===== src/rtl/rtc_pkg.sv =====
// Shared types and constants for the RTC bus-cycle scheduler: FSM states,
// time-register offsets, default register map and state-sequencing helpers.
package rtc_pkg;

    typedef enum logic [3:0] {
        INIT0_ISSUE, INIT0_ACCEPT, INIT0_DONE,
        INIT1_ISSUE, INIT1_ACCEPT, INIT1_DONE,
        IDLE,
        RD_ISSUE, RD_ACCEPT, RD_DONE, PUBLISH,
        WR_ISSUE, WR_ACCEPT, WR_DONE
    } sched_state_e;

    localparam logic [2:0] REG_SEC   = 3'd0;
    localparam logic [2:0] REG_MIN   = 3'd1;
    localparam logic [2:0] REG_HOUR  = 3'd2;
    localparam logic [2:0] REG_DAY   = 3'd3;
    localparam logic [2:0] REG_MONTH = 3'd4;
    localparam logic [2:0] REG_YEAR  = 3'd5;
    localparam int unsigned NUM_TIME_REGS = 6;

    localparam int unsigned DEF_REFRESH_CYCLES = 100000;
    localparam int unsigned DEF_TIMEOUT_CYCLES = 64;
    localparam logic [7:0]  DEF_TIME_BASE_ADDR = 8'h21;
    localparam logic [7:0]  DEF_INIT_ADDR0     = 8'h02;
    localparam logic [7:0]  DEF_INIT_DATA0     = 8'h10;
    localparam logic [7:0]  DEF_INIT_ADDR1     = 8'h00;
    localparam logic [7:0]  DEF_INIT_DATA1     = 8'h00;

    function automatic logic [7:0] time_reg_addr(input logic [7:0] base, input logic [2:0] idx);
        return base + {5'b00000, idx};
    endfunction

    function automatic sched_state_e accept_of(input sched_state_e s);
        case (s)
            INIT0_ISSUE: return INIT0_ACCEPT;
            INIT1_ISSUE: return INIT1_ACCEPT;
            RD_ISSUE:    return RD_ACCEPT;
            WR_ISSUE:    return WR_ACCEPT;
            default:     return IDLE;
        endcase
    endfunction

    function automatic sched_state_e done_of(input sched_state_e s);
        case (s)
            INIT0_ACCEPT: return INIT0_DONE;
            INIT1_ACCEPT: return INIT1_DONE;
            RD_ACCEPT:    return RD_DONE;
            WR_ACCEPT:    return WR_DONE;
            default:      return IDLE;
        endcase
    endfunction

endpackage


===== src/rtl/rtc_scheduler_if.sv =====
// Handshake between the scheduler (master) and the multiplexed RTC bus-cycle engine (slave).
interface rtc_scheduler_if;
    logic       bus_start;
    logic       bus_write;
    logic [7:0] bus_addr;
    logic [7:0] bus_wdata;
    logic       bus_busy;
    logic [7:0] bus_rdata;
    logic       bus_rdata_valid;

    modport master (
        output bus_start, bus_write, bus_addr, bus_wdata,
        input  bus_busy, bus_rdata, bus_rdata_valid
    );

    modport slave (
        input  bus_start, bus_write, bus_addr, bus_wdata,
        output bus_busy, bus_rdata, bus_rdata_valid
    );
endinterface


===== src/rtl/rtc_refresh_timer.sv =====
// Free-running refresh counter; raises a sticky snapshot request on every wrap
// or on force_set, dropped by clear once the snapshot is published.
module rtc_refresh_timer
    import rtc_pkg::*;
#(
    parameter int unsigned REFRESH_CYCLES = DEF_REFRESH_CYCLES
) (
    input  logic clk,
    input  logic reset_n,
    input  logic clear,
    input  logic force_set,
    output logic refresh_pending
);

    localparam int unsigned CW = (REFRESH_CYCLES > 1) ? $clog2(REFRESH_CYCLES) : 1;
    localparam logic [CW-1:0] CNT_LAST = CW'(REFRESH_CYCLES - 1);

    logic [CW-1:0] cnt_q, cnt_d;
    logic          pending_q, pending_d;
    logic          wrap_s;

    // Next count and request flag; a new request outranks a coincident clear.
    always_comb begin
        wrap_s = (cnt_q == CNT_LAST);
        if (wrap_s) begin
            cnt_d = {CW{1'b0}};
        end else begin
            cnt_d = cnt_q + {{(CW-1){1'b0}}, 1'b1};
        end
        if (wrap_s || force_set) begin
            pending_d = 1'b1;
        end else if (clear) begin
            pending_d = 1'b0;
        end else begin
            pending_d = pending_q;
        end
    end

    // Counter and request flag registers.
    always_ff @(posedge clk or negedge reset_n) begin
        if (!reset_n) begin
            cnt_q     <= {CW{1'b0}};
            pending_q <= 1'b0;
        end else begin
            cnt_q     <= cnt_d;
            pending_q <= pending_d;
        end
    end

    assign refresh_pending = pending_q;

endmodule


===== src/rtl/rtc_scheduler.sv =====
// Shares one RTC bus-cycle engine between post-reset init writes, periodic
// six-register time snapshots and user time-set writes.
module rtc_scheduler
    import rtc_pkg::*;
#(
    parameter int unsigned REFRESH_CYCLES = DEF_REFRESH_CYCLES,
    parameter logic [7:0]  TIME_BASE_ADDR = DEF_TIME_BASE_ADDR,
    parameter logic [7:0]  INIT_ADDR0     = DEF_INIT_ADDR0,
    parameter logic [7:0]  INIT_DATA0     = DEF_INIT_DATA0,
    parameter logic [7:0]  INIT_ADDR1     = DEF_INIT_ADDR1,
    parameter logic [7:0]  INIT_DATA1     = DEF_INIT_DATA1,
    parameter int unsigned TIMEOUT_CYCLES = DEF_TIMEOUT_CYCLES
) (
    input  logic            clk,
    input  logic            reset_n,
    input  logic            wr_req,
    input  logic [7:0]      wr_addr,
    input  logic [7:0]      wr_data,
    output logic            wr_ack,
    rtc_scheduler_if.master bus,
    output logic [7:0]      time_sec,
    output logic [7:0]      time_min,
    output logic [7:0]      time_hour,
    output logic [7:0]      time_day,
    output logic [7:0]      time_month,
    output logic [7:0]      time_year,
    output logic            time_valid,
    output logic            init_done,
    output logic            timeout_err,
    output logic            sched_busy
);

    localparam int unsigned TW = $clog2(TIMEOUT_CYCLES + 1);
    localparam logic [TW-1:0] TMO_LAST = TW'(TIMEOUT_CYCLES - 1);
    localparam logic [2:0] LAST_IDX = 3'(NUM_TIME_REGS - 1);

    sched_state_e  state_q, state_d;
    logic          bus_start_q, bus_start_d, bus_write_q, bus_write_d;
    logic [7:0]    bus_addr_q, bus_addr_d, bus_wdata_q, bus_wdata_d;
    logic [TW-1:0] tmo_cnt_q, tmo_cnt_d;
    logic [2:0]    rd_idx_q, rd_idx_d;
    logic          rdv_prev_q, rdv_prev_d;
    logic [7:0]    shadow_q [NUM_TIME_REGS];
    logic [7:0]    shadow_d [NUM_TIME_REGS];
    logic [7:0]    time_q [NUM_TIME_REGS];
    logic [7:0]    time_d [NUM_TIME_REGS];
    logic          time_valid_q, time_valid_d, wr_ack_q, wr_ack_d;
    logic          init_done_q, init_done_d, timeout_err_q, timeout_err_d;
    logic          sched_busy_q, sched_busy_d;
    logic          iss_write_s;
    logic [7:0]    iss_addr_s, iss_data_s;
    logic          pend_clear_s, pend_set_s, refresh_pending_s;

    rtc_refresh_timer #(.REFRESH_CYCLES(REFRESH_CYCLES)) u_refresh_timer (
        .clk             (clk),
        .reset_n         (reset_n),
        .clear           (pend_clear_s),
        .force_set       (pend_set_s),
        .refresh_pending (refresh_pending_s)
    );

    // Engine command for the transaction the current ISSUE state launches.
    always_comb begin
        iss_write_s = 1'b0;
        iss_addr_s  = time_reg_addr(TIME_BASE_ADDR, rd_idx_q);
        iss_data_s  = 8'h00;
        case (state_q)
            INIT0_ISSUE: begin iss_write_s = 1'b1; iss_addr_s = INIT_ADDR0; iss_data_s = INIT_DATA0; end
            INIT1_ISSUE: begin iss_write_s = 1'b1; iss_addr_s = INIT_ADDR1; iss_data_s = INIT_DATA1; end
            WR_ISSUE:    begin iss_write_s = 1'b1; iss_addr_s = wr_addr;    iss_data_s = wr_data;    end
            default:     begin iss_write_s = 1'b0; iss_addr_s = time_reg_addr(TIME_BASE_ADDR, rd_idx_q); iss_data_s = 8'h00; end
        endcase
    end

    // Sequencer next-state: issue/accept/done micro-sequence plus arbitration.
    always_comb begin
        state_d       = state_q;
        bus_start_d   = 1'b0;
        bus_write_d   = bus_write_q;
        bus_addr_d    = bus_addr_q;
        bus_wdata_d   = bus_wdata_q;
        tmo_cnt_d     = tmo_cnt_q;
        rd_idx_d      = rd_idx_q;
        rdv_prev_d    = bus.bus_rdata_valid;
        shadow_d      = shadow_q;
        time_d        = time_q;
        time_valid_d  = 1'b0;
        wr_ack_d      = 1'b0;
        init_done_d   = init_done_q;
        timeout_err_d = timeout_err_q;
        pend_clear_s  = 1'b0;
        pend_set_s    = 1'b0;

        // Only the first cycle of a (possibly long) data strobe is captured.
        if ((state_q == RD_ACCEPT || state_q == RD_DONE) && bus.bus_rdata_valid && !rdv_prev_q) begin
            shadow_d[rd_idx_q] = bus.bus_rdata;
        end else begin
            shadow_d = shadow_q;
        end

        case (state_q)
            INIT0_ISSUE, INIT1_ISSUE, RD_ISSUE, WR_ISSUE: begin
                if (state_q == WR_ISSUE && !wr_req) begin
                    state_d = IDLE;
                end else if (!bus.bus_busy) begin
                    bus_start_d = 1'b1;
                    bus_write_d = iss_write_s;
                    bus_addr_d  = iss_addr_s;
                    bus_wdata_d = iss_data_s;
                    tmo_cnt_d   = {TW{1'b0}};
                    state_d     = accept_of(state_q);
                end else begin
                    state_d = state_q;
                end
            end
            INIT0_ACCEPT, INIT1_ACCEPT, RD_ACCEPT, WR_ACCEPT: begin
                if (bus.bus_busy) begin
                    state_d = done_of(state_q);
                end else if (tmo_cnt_q == TMO_LAST) begin
                    // Abandon; pending refresh or held wr_req is retried from IDLE.
                    timeout_err_d = 1'b1;
                    rd_idx_d      = 3'd0;
                    state_d       = IDLE;
                end else begin
                    tmo_cnt_d = tmo_cnt_q + {{(TW-1){1'b0}}, 1'b1};
                end
            end
            INIT0_DONE: begin
                if (!bus.bus_busy) state_d = INIT1_ISSUE;
                else               state_d = state_q;
            end
            INIT1_DONE: begin
                if (!bus.bus_busy) begin
                    init_done_d = 1'b1;
                    state_d     = IDLE;
                end else begin
                    state_d = state_q;
                end
            end
            RD_DONE: begin
                if (!bus.bus_busy && rd_idx_q == LAST_IDX) begin
                    rd_idx_d = 3'd0;
                    state_d  = PUBLISH;
                end else if (!bus.bus_busy) begin
                    rd_idx_d = rd_idx_q + 3'd1;
                    state_d  = RD_ISSUE;
                end else begin
                    state_d = state_q;
                end
            end
            WR_DONE: begin
                if (!bus.bus_busy) begin
                    wr_ack_d   = 1'b1;
                    pend_set_s = 1'b1;
                    state_d    = IDLE;
                end else begin
                    state_d = state_q;
                end
            end
            PUBLISH: begin
                time_d       = shadow_q;
                time_valid_d = 1'b1;
                pend_clear_s = 1'b1;
                state_d      = IDLE;
            end
            IDLE: begin
                // wr_ack_q masks the still-held request of the write just acknowledged.
                if (wr_req && !wr_ack_q)     state_d = WR_ISSUE;
                else if (refresh_pending_s)  state_d = RD_ISSUE;
                else                         state_d = IDLE;
            end
            default: state_d = IDLE;
        endcase

        sched_busy_d = (state_d != IDLE);
    end

    // All sequencer state and registered outputs.
    always_ff @(posedge clk or negedge reset_n) begin
        if (!reset_n) begin
            state_q       <= INIT0_ISSUE;
            bus_start_q   <= 1'b0;
            bus_write_q   <= 1'b0;
            bus_addr_q    <= 8'h00;
            bus_wdata_q   <= 8'h00;
            tmo_cnt_q     <= {TW{1'b0}};
            rd_idx_q      <= 3'd0;
            rdv_prev_q    <= 1'b0;
            shadow_q      <= '{default: 8'h00};
            time_q        <= '{default: 8'h00};
            time_valid_q  <= 1'b0;
            wr_ack_q      <= 1'b0;
            init_done_q   <= 1'b0;
            timeout_err_q <= 1'b0;
            sched_busy_q  <= 1'b0;
        end else begin
            state_q       <= state_d;
            bus_start_q   <= bus_start_d;
            bus_write_q   <= bus_write_d;
            bus_addr_q    <= bus_addr_d;
            bus_wdata_q   <= bus_wdata_d;
            tmo_cnt_q     <= tmo_cnt_d;
            rd_idx_q      <= rd_idx_d;
            rdv_prev_q    <= rdv_prev_d;
            shadow_q      <= shadow_d;
            time_q        <= time_d;
            time_valid_q  <= time_valid_d;
            wr_ack_q      <= wr_ack_d;
            init_done_q   <= init_done_d;
            timeout_err_q <= timeout_err_d;
            sched_busy_q  <= sched_busy_d;
        end
    end

    assign bus.bus_start = bus_start_q;
    assign bus.bus_write = bus_write_q;
    assign bus.bus_addr  = bus_addr_q;
    assign bus.bus_wdata = bus_wdata_q;
    assign wr_ack        = wr_ack_q;
    assign time_sec      = time_q[REG_SEC];
    assign time_min      = time_q[REG_MIN];
    assign time_hour     = time_q[REG_HOUR];
    assign time_day      = time_q[REG_DAY];
    assign time_month    = time_q[REG_MONTH];
    assign time_year     = time_q[REG_YEAR];
    assign time_valid    = time_valid_q;
    assign init_done     = init_done_q;
    assign timeout_err   = timeout_err_q;
    assign sched_busy    = sched_busy_q;

endmodule


===== src/flat_wrapper.sv =====
// flat-port wrapper written by rule: the top's interface ports become plain ports
module rtc_scheduler_flat import rtc_pkg::*;
#(
    parameter int unsigned REFRESH_CYCLES = DEF_REFRESH_CYCLES,
    parameter logic [7:0]  TIME_BASE_ADDR = DEF_TIME_BASE_ADDR,
    parameter logic [7:0]  INIT_ADDR0     = DEF_INIT_ADDR0,
    parameter logic [7:0]  INIT_DATA0     = DEF_INIT_DATA0,
    parameter logic [7:0]  INIT_ADDR1     = DEF_INIT_ADDR1,
    parameter logic [7:0]  INIT_DATA1     = DEF_INIT_DATA1,
    parameter int unsigned TIMEOUT_CYCLES = DEF_TIMEOUT_CYCLES
)
  (clk, reset_n, wr_req, wr_addr, wr_data, wr_ack, time_sec, time_min, time_hour, time_day, time_month, time_year, time_valid, init_done, timeout_err, sched_busy, bus_bus_start, bus_bus_write, bus_bus_addr, bus_bus_wdata, bus_bus_busy, bus_bus_rdata, bus_bus_rdata_valid);
  rtc_scheduler_if bus_i ();
  input  logic clk;
  input  logic reset_n;
  input  logic wr_req;
  input  logic [7:0] wr_addr;
  input  logic [7:0] wr_data;
  output logic wr_ack;
  output logic [7:0] time_sec;
  output logic [7:0] time_min;
  output logic [7:0] time_hour;
  output logic [7:0] time_day;
  output logic [7:0] time_month;
  output logic [7:0] time_year;
  output logic time_valid;
  output logic init_done;
  output logic timeout_err;
  output logic sched_busy;
  output wire logic [$bits(bus_i.bus_start)-1:0] bus_bus_start;
  output wire logic [$bits(bus_i.bus_write)-1:0] bus_bus_write;
  output wire logic [$bits(bus_i.bus_addr)-1:0] bus_bus_addr;
  output wire logic [$bits(bus_i.bus_wdata)-1:0] bus_bus_wdata;
  input wire logic [$bits(bus_i.bus_busy)-1:0] bus_bus_busy;
  input wire logic [$bits(bus_i.bus_rdata)-1:0] bus_bus_rdata;
  input wire logic [$bits(bus_i.bus_rdata_valid)-1:0] bus_bus_rdata_valid;
  assign bus_bus_start = bus_i.bus_start;
  assign bus_bus_write = bus_i.bus_write;
  assign bus_bus_addr = bus_i.bus_addr;
  assign bus_bus_wdata = bus_i.bus_wdata;
  assign bus_i.bus_busy = bus_bus_busy;
  assign bus_i.bus_rdata = bus_bus_rdata;
  assign bus_i.bus_rdata_valid = bus_bus_rdata_valid;
  rtc_scheduler #(.REFRESH_CYCLES(REFRESH_CYCLES), .TIME_BASE_ADDR(TIME_BASE_ADDR), .INIT_ADDR0(INIT_ADDR0), .INIT_DATA0(INIT_DATA0), .INIT_ADDR1(INIT_ADDR1), .INIT_DATA1(INIT_DATA1), .TIMEOUT_CYCLES(TIMEOUT_CYCLES)) u_core (.clk(clk), .reset_n(reset_n), .wr_req(wr_req), .wr_addr(wr_addr), .wr_data(wr_data), .wr_ack(wr_ack), .bus(bus_i), .time_sec(time_sec), .time_min(time_min), .time_hour(time_hour), .time_day(time_day), .time_month(time_month), .time_year(time_year), .time_valid(time_valid), .init_done(init_done), .timeout_err(timeout_err), .sched_busy(sched_busy));
endmodule

===== config.mk =====
export PLATFORM = sky130hd
export DESIGN_NAME = rtc_scheduler_flat
export DESIGN_NICKNAME = d
export VERILOG_FILES = /design/src/rtl/rtc_pkg.sv /design/src/rtl/rtc_scheduler_if.sv /design/src/rtl/rtc_refresh_timer.sv /design/src/rtl/rtc_scheduler.sv /design/src/flat_wrapper.sv
export SDC_FILE = /design/constraint.sdc
export NUM_CORES = 1
export LEC_CHECK = 0
export BUFFER_PORTS_ARGS = -buffer_cell sky130_fd_sc_hd__buf_4
export CAP_MARGIN = 10
export CORE_ASPECT_RATIO = 1.2
export CORE_UTILIZATION = 35
export CTS_BUF_LIST = sky130_fd_sc_hd__clkbuf_4 sky130_fd_sc_hd__clkbuf_8
export CTS_CLUSTER_SIZE = 30
export DETAILED_ROUTE_END_ITERATION = 8
export SETUP_SLACK_MARGIN = 0.5
export SLEW_MARGIN = 15
export SYNTH_ARGS = -nofsm -noshare
export SYNTH_HDL_FRONTEND = slang
export SYNTH_SLANG_ARGS = --single-unit

===== constraint.sdc =====
create_clock -name clk -period 3.35 [get_ports clk]
set_input_delay 0.1675 -clock clk [delete_from_list [all_inputs] [get_ports clk]]
set_output_delay 0.1675 -clock clk [all_outputs]
set_load 0.03 [all_outputs]

==> results list <==
- The run finished with clean final reports.
* Worst Hold Slack: 0.0372 ns
- Clock transition at the register clock pins on the worst setup and hold paths after CTS: 0.08 ns
* Antenna violations before repair: 0
- For the worst flop-to-flop path, the logic depth is 7.
- The worst setup path is captured at a flop.
- The library cell used most frequently in the layout, excluding fill and tap cells, is sky130_fd_sc_hd__dfrtp_1.
* Die Y: 149 µm
- First-iteration detailed-routing DRC count: 180
- The first global-routing pass estimated 22500 µm of wire.
* Worst slew margin: 0.423
- Number of different library cells in the post-synthesis netlist: 52
- Top flip-flop cell by instance count after synthesis: sky130_fd_sc_hd__dfrtp_1
- In this run the post-CTS setup repair buffer count came out at 0.
* Worst reg2reg path startpoint: u_core.rd_idx_q[1]$_DFFE_PN0P_
- CTS tree: done
- Final-report setup violation count: 0
* Biggest area contributors in the synthesized netlist: sky130_fd_sc_hd__dfrtp_1, sky130_fd_sc_hd__mux2_2, sky130_fd_sc_hd__nand2_1, sky130_fd_sc_hd__o21ai_0, sky130_fd_sc_hd__nor2_1
* Die Outline Area: 18600 µm²
- Vias per std cell: 4.91
* Standard-cell row count: 53
- For this run, asynchronously set or reset flops after synthesis account for 1.00.
* Endpoints failing hold: 0
- Number of buffers inserted for hold repair after clock tree synthesis: 19
- The share of total power dissipated in sequential elements is 0.453.
- Total length of routed wires: 13600 µm
* Launch point of the worst path: u_core.rd_idx_q[1]$_DFFE_PN0P_
- Power density over the cells: 697 nW/µm²
- Share of cells above drive strength 1: 0.395
- The number of clock buffers added by TritonCTS is 17.
- The max-slew violation count came to 0.
* Critical path class: reg -> reg
* Number of DRC violations after detailed routing: 0
- The share of synthesized area in the top cell type comes to 0.602.
- Final clock period utilization by the worst path: 0.673
* Max IR drop VDD: 0.477 mV
* Area overhead of the layout relative to synthesis: 24.9%
- The final layout contains 646 nets.
- The count of buffers added on input and output ports is 99.
- The worst hold path passes through 2 cells.
- Cell-internal power: 3.59 mW
- At the pin with the least slew margin, the transition time is 0.865 ns.
* Capture instance of the worst register-to-register path: u_core.sched_busy$_DFF_PN0_
- The number of global-route vias before repair was 4368.
- Vias: 4150
- Routability-driven placement finished with a final weighted congestion of 0.809.
- The core region is 17600 µm².
* Highest Clock Rate: 443 MHz
- During I/O placement, the number of pins put on the boundary was 100.
- Synthesis Warnings: 0
- After detailed routing, the average wire length per cell comes to 16.1 µm.
- In this run the worst setup path terminates at u_core.sched_busy$_DFF_PN0_.
- Hold WC Path Type: in -> reg
- Antenna diode count: 0
* H-tree level count: 4
* Aggregate global routing overflow: 0
* Reg2reg setup slack: 1.09 ns
- The synthesized design contains 0 enable-type register cells.
- Setup repair after global routing left no endpoint under its margin.
* Filler cell count in the final layout: 1578
* Switching power: 1.92 mW
* Final critical delay including setup and external delays: 2.26 ns
* Portion of the post-synthesis area used by sequential elements: 0.602
* Total area of sequential cells: 3800 µm²
- Data on the critical path arrives at its endpoint at 2.55 ns.
* Buffer levels on the longest clock path: 2
- Of the total power, the share spent switching nets is 0.348.
- In this run the clock root is driven by a sky130_fd_sc_hd__clkbuf_8.
* Final clock skew: 0.0106 ns
- The clock net in this run drives a total of 152 sinks.
- Counting every instance in the synthesized netlist gives 491.
* Global routing usage summed across all routing layers: 0.154
- In this run the cell area of the synthesized design comes to 6320 µm².
- Largest fanout on the critical path: 8
- Net Count, Synth: 524
- The detail route stage leaves a number of antenna-violating nets equal to 0.
- Clk pwr share: 0.248
* Maximum number of pins on one net before global-route repair: 94
- The later pin in the worst-skew pair is clocked with a latency of 0.44 ns.
* Commonest non-fill, non-tap cells in the layout: sky130_fd_sc_hd__dfrtp_1, sky130_fd_sc_hd__buf_4, sky130_fd_sc_hd__mux2_2, sky130_fd_sc_hd__nand2_1, sky130_fd_sc_hd__nor2_1
- Of the total power, combinational logic draws 0.299.
- Before antenna repair, the detailed router went through 4 iterations.
* Mean post-synth cell area: 12.9 µm²
- Standby leakage power: 3.78 nW
- Multi-input logic area: 2410 µm²
* Initial cell density of the core: 0.360
* Reported max-cap violation count: 0
* Number of gates resized after CTS: 0
- Post-synthesis sequential element count: 152
* HPWL Detailed: 9370 µm
- Data required time at the worst endpoint: 3.65 ns
* Final setup TNS: 0 ns
* Startpoint types: flop
* Library cell occupying the most area in the post-synthesis netlist: sky130_fd_sc_hd__dfrtp_1
* Horizontal extent of the die: 125 µm
## final cells by class
type / instances / area share
Inverter: 8 / 0.00380
Clock buffer: 20 / 0.0341
Sequential cell: 152 / 0.481
Multi-Input combinational cell: 311 / 0.305
Timing Repair Buffer: 123 / 0.125
Tap cell: 220 / 0.0348
Clock inverter: 11 / 0.0157
## power groups by stage
| stage | clock, mW | combinational (mW) | sequential (mW) |
|---|---|---|---|
| floorplan | 0 | 0.802 | 2.75 |
| global placement | 0 | 1.61 | 2.52 |
| detailed placement | 0 | 1.64 | 2.53 |
| CTS | 1.43 | 1.67 | 2.50 |
| global route | 1.50 | 1.77 | 2.55 |
| finish | 1.37 | 1.64 | 2.50 |
## per-layer routing
metal / vias to the layer above / share of wire / global-route usage
met5: - / 0 / 0
met4: 0 / 0.012 / 0.0554
met3: 17 / 0.064 / 0.0513
met2: 114 / 0.48 / 0.248
met1: 2054 / 0.44 / 0.194
li1: 1965 / - / -
## state kept, by name, indices dropped and copies added, names as in the netlist, 3 cells and up
name / flops
u_core.u_refresh_timer.cnt_q: 17
u_core.state_q: 4
u_core.rd_idx_q: 3
u_core.tmo_cnt_q: 7
u_core.time_year: 8
u_core.time_hour: 8
u_core.bus.bus_addr: 8
u_core.time_day: 8
u_core.time_min: 8
u_core.time_month: 8
u_core.time_sec: 8
u_core.bus.bus_wdata: 8
u_core.shadow_q: 48
## how the worst min path moves through the flow
stage | endpoint | startpoint | slack [ns]
after floorplan | u_core.bus.bus_addr[0]$_DFFE_PN0P_ | reset_n | -0.13
after global routing | u_core.shadow_q[30]$_DFFE_PN0P_ | bus_bus_rdata[6] | 0.01
after CTS | u_core.shadow_q[0]$_DFFE_PN0P_ | bus_bus_rdata[0] | 0.002
after global placement | u_core.u_refresh_timer.cnt_q[14]$_DFF_PN0_ | reset_n | 0.31
final | u_core.shadow_q[0]$_DFFE_PN0P_ | bus_bus_rdata[0] | 0.04
after detailed placement | u_core.rdv_prev_q$_DFF_PN0_ | bus_bus_rdata_valid | 0.31
## metrics by stage
step                utilization  area [µm²]  instances  setup slack (ns)  power, mW
floorplan                     -        6320        491              1.21       3.55
global placement          0.416        7320        795              1.13       4.13
detailed placement        0.416        7320        795              1.10       4.17
CTS                       0.450        7900        845              1.09       5.59
global route              0.450        7900        845             0.951       5.82
finish                    0.450        7900        845              1.09       5.51
## synthesized netlist by cell type, types with 4 or more instances
library cell and instances:
sky130_fd_sc_hd__nor2b_1 4, sky130_fd_sc_hd__buf_2 12, sky130_fd_sc_hd__mux2_2 97, sky130_fd_sc_hd__inv_1 8, sky130_fd_sc_hd__nand2_1 48, sky130_fd_sc_hd__xor2_1 8, sky130_fd_sc_hd__ha_1 4, sky130_fd_sc_hd__nor3_1 5
sky130_fd_sc_hd__dfrtp_1 152, sky130_fd_sc_hd__xnor2_1 11, sky130_fd_sc_hd__nand3_1 17, sky130_fd_sc_hd__o21ai_0 21, sky130_fd_sc_hd__nor2_1 27, sky130_fd_sc_hd__clkbuf_1 8, sky130_fd_sc_hd__a21oi_1 10, sky130_fd_sc_hd__nand2b_1 5
## critical path, stage by stage, from the launching register on
cell and delay (ns):
sky130_fd_sc_hd__dfrtp_1 0.50, sky130_fd_sc_hd__inv_1 0.19, sky130_fd_sc_hd__ha_1 0.20, sky130_fd_sc_hd__nand3b_1 0.12
sky130_fd_sc_hd__a31o_2 0.29, sky130_fd_sc_hd__a31oi_4 0.14, sky130_fd_sc_hd__o221ai_2 0.12, sky130_fd_sc_hd__or4b_1 0.56
## logic make-up (layout without fill, tap and decap cells)
kind of cell,after synthesis,after routing,synth area share
simple gates,133,133,0.110
fa+ha+maj,4,4,0.00791
buf+inv,28,162,0.0190
xor+xnor,19,19,0.0263
flops,152,152,0.602
compound gates,58,58,0.0621
mux,97,97,0.173
Power figures use the tool's default switching activity.
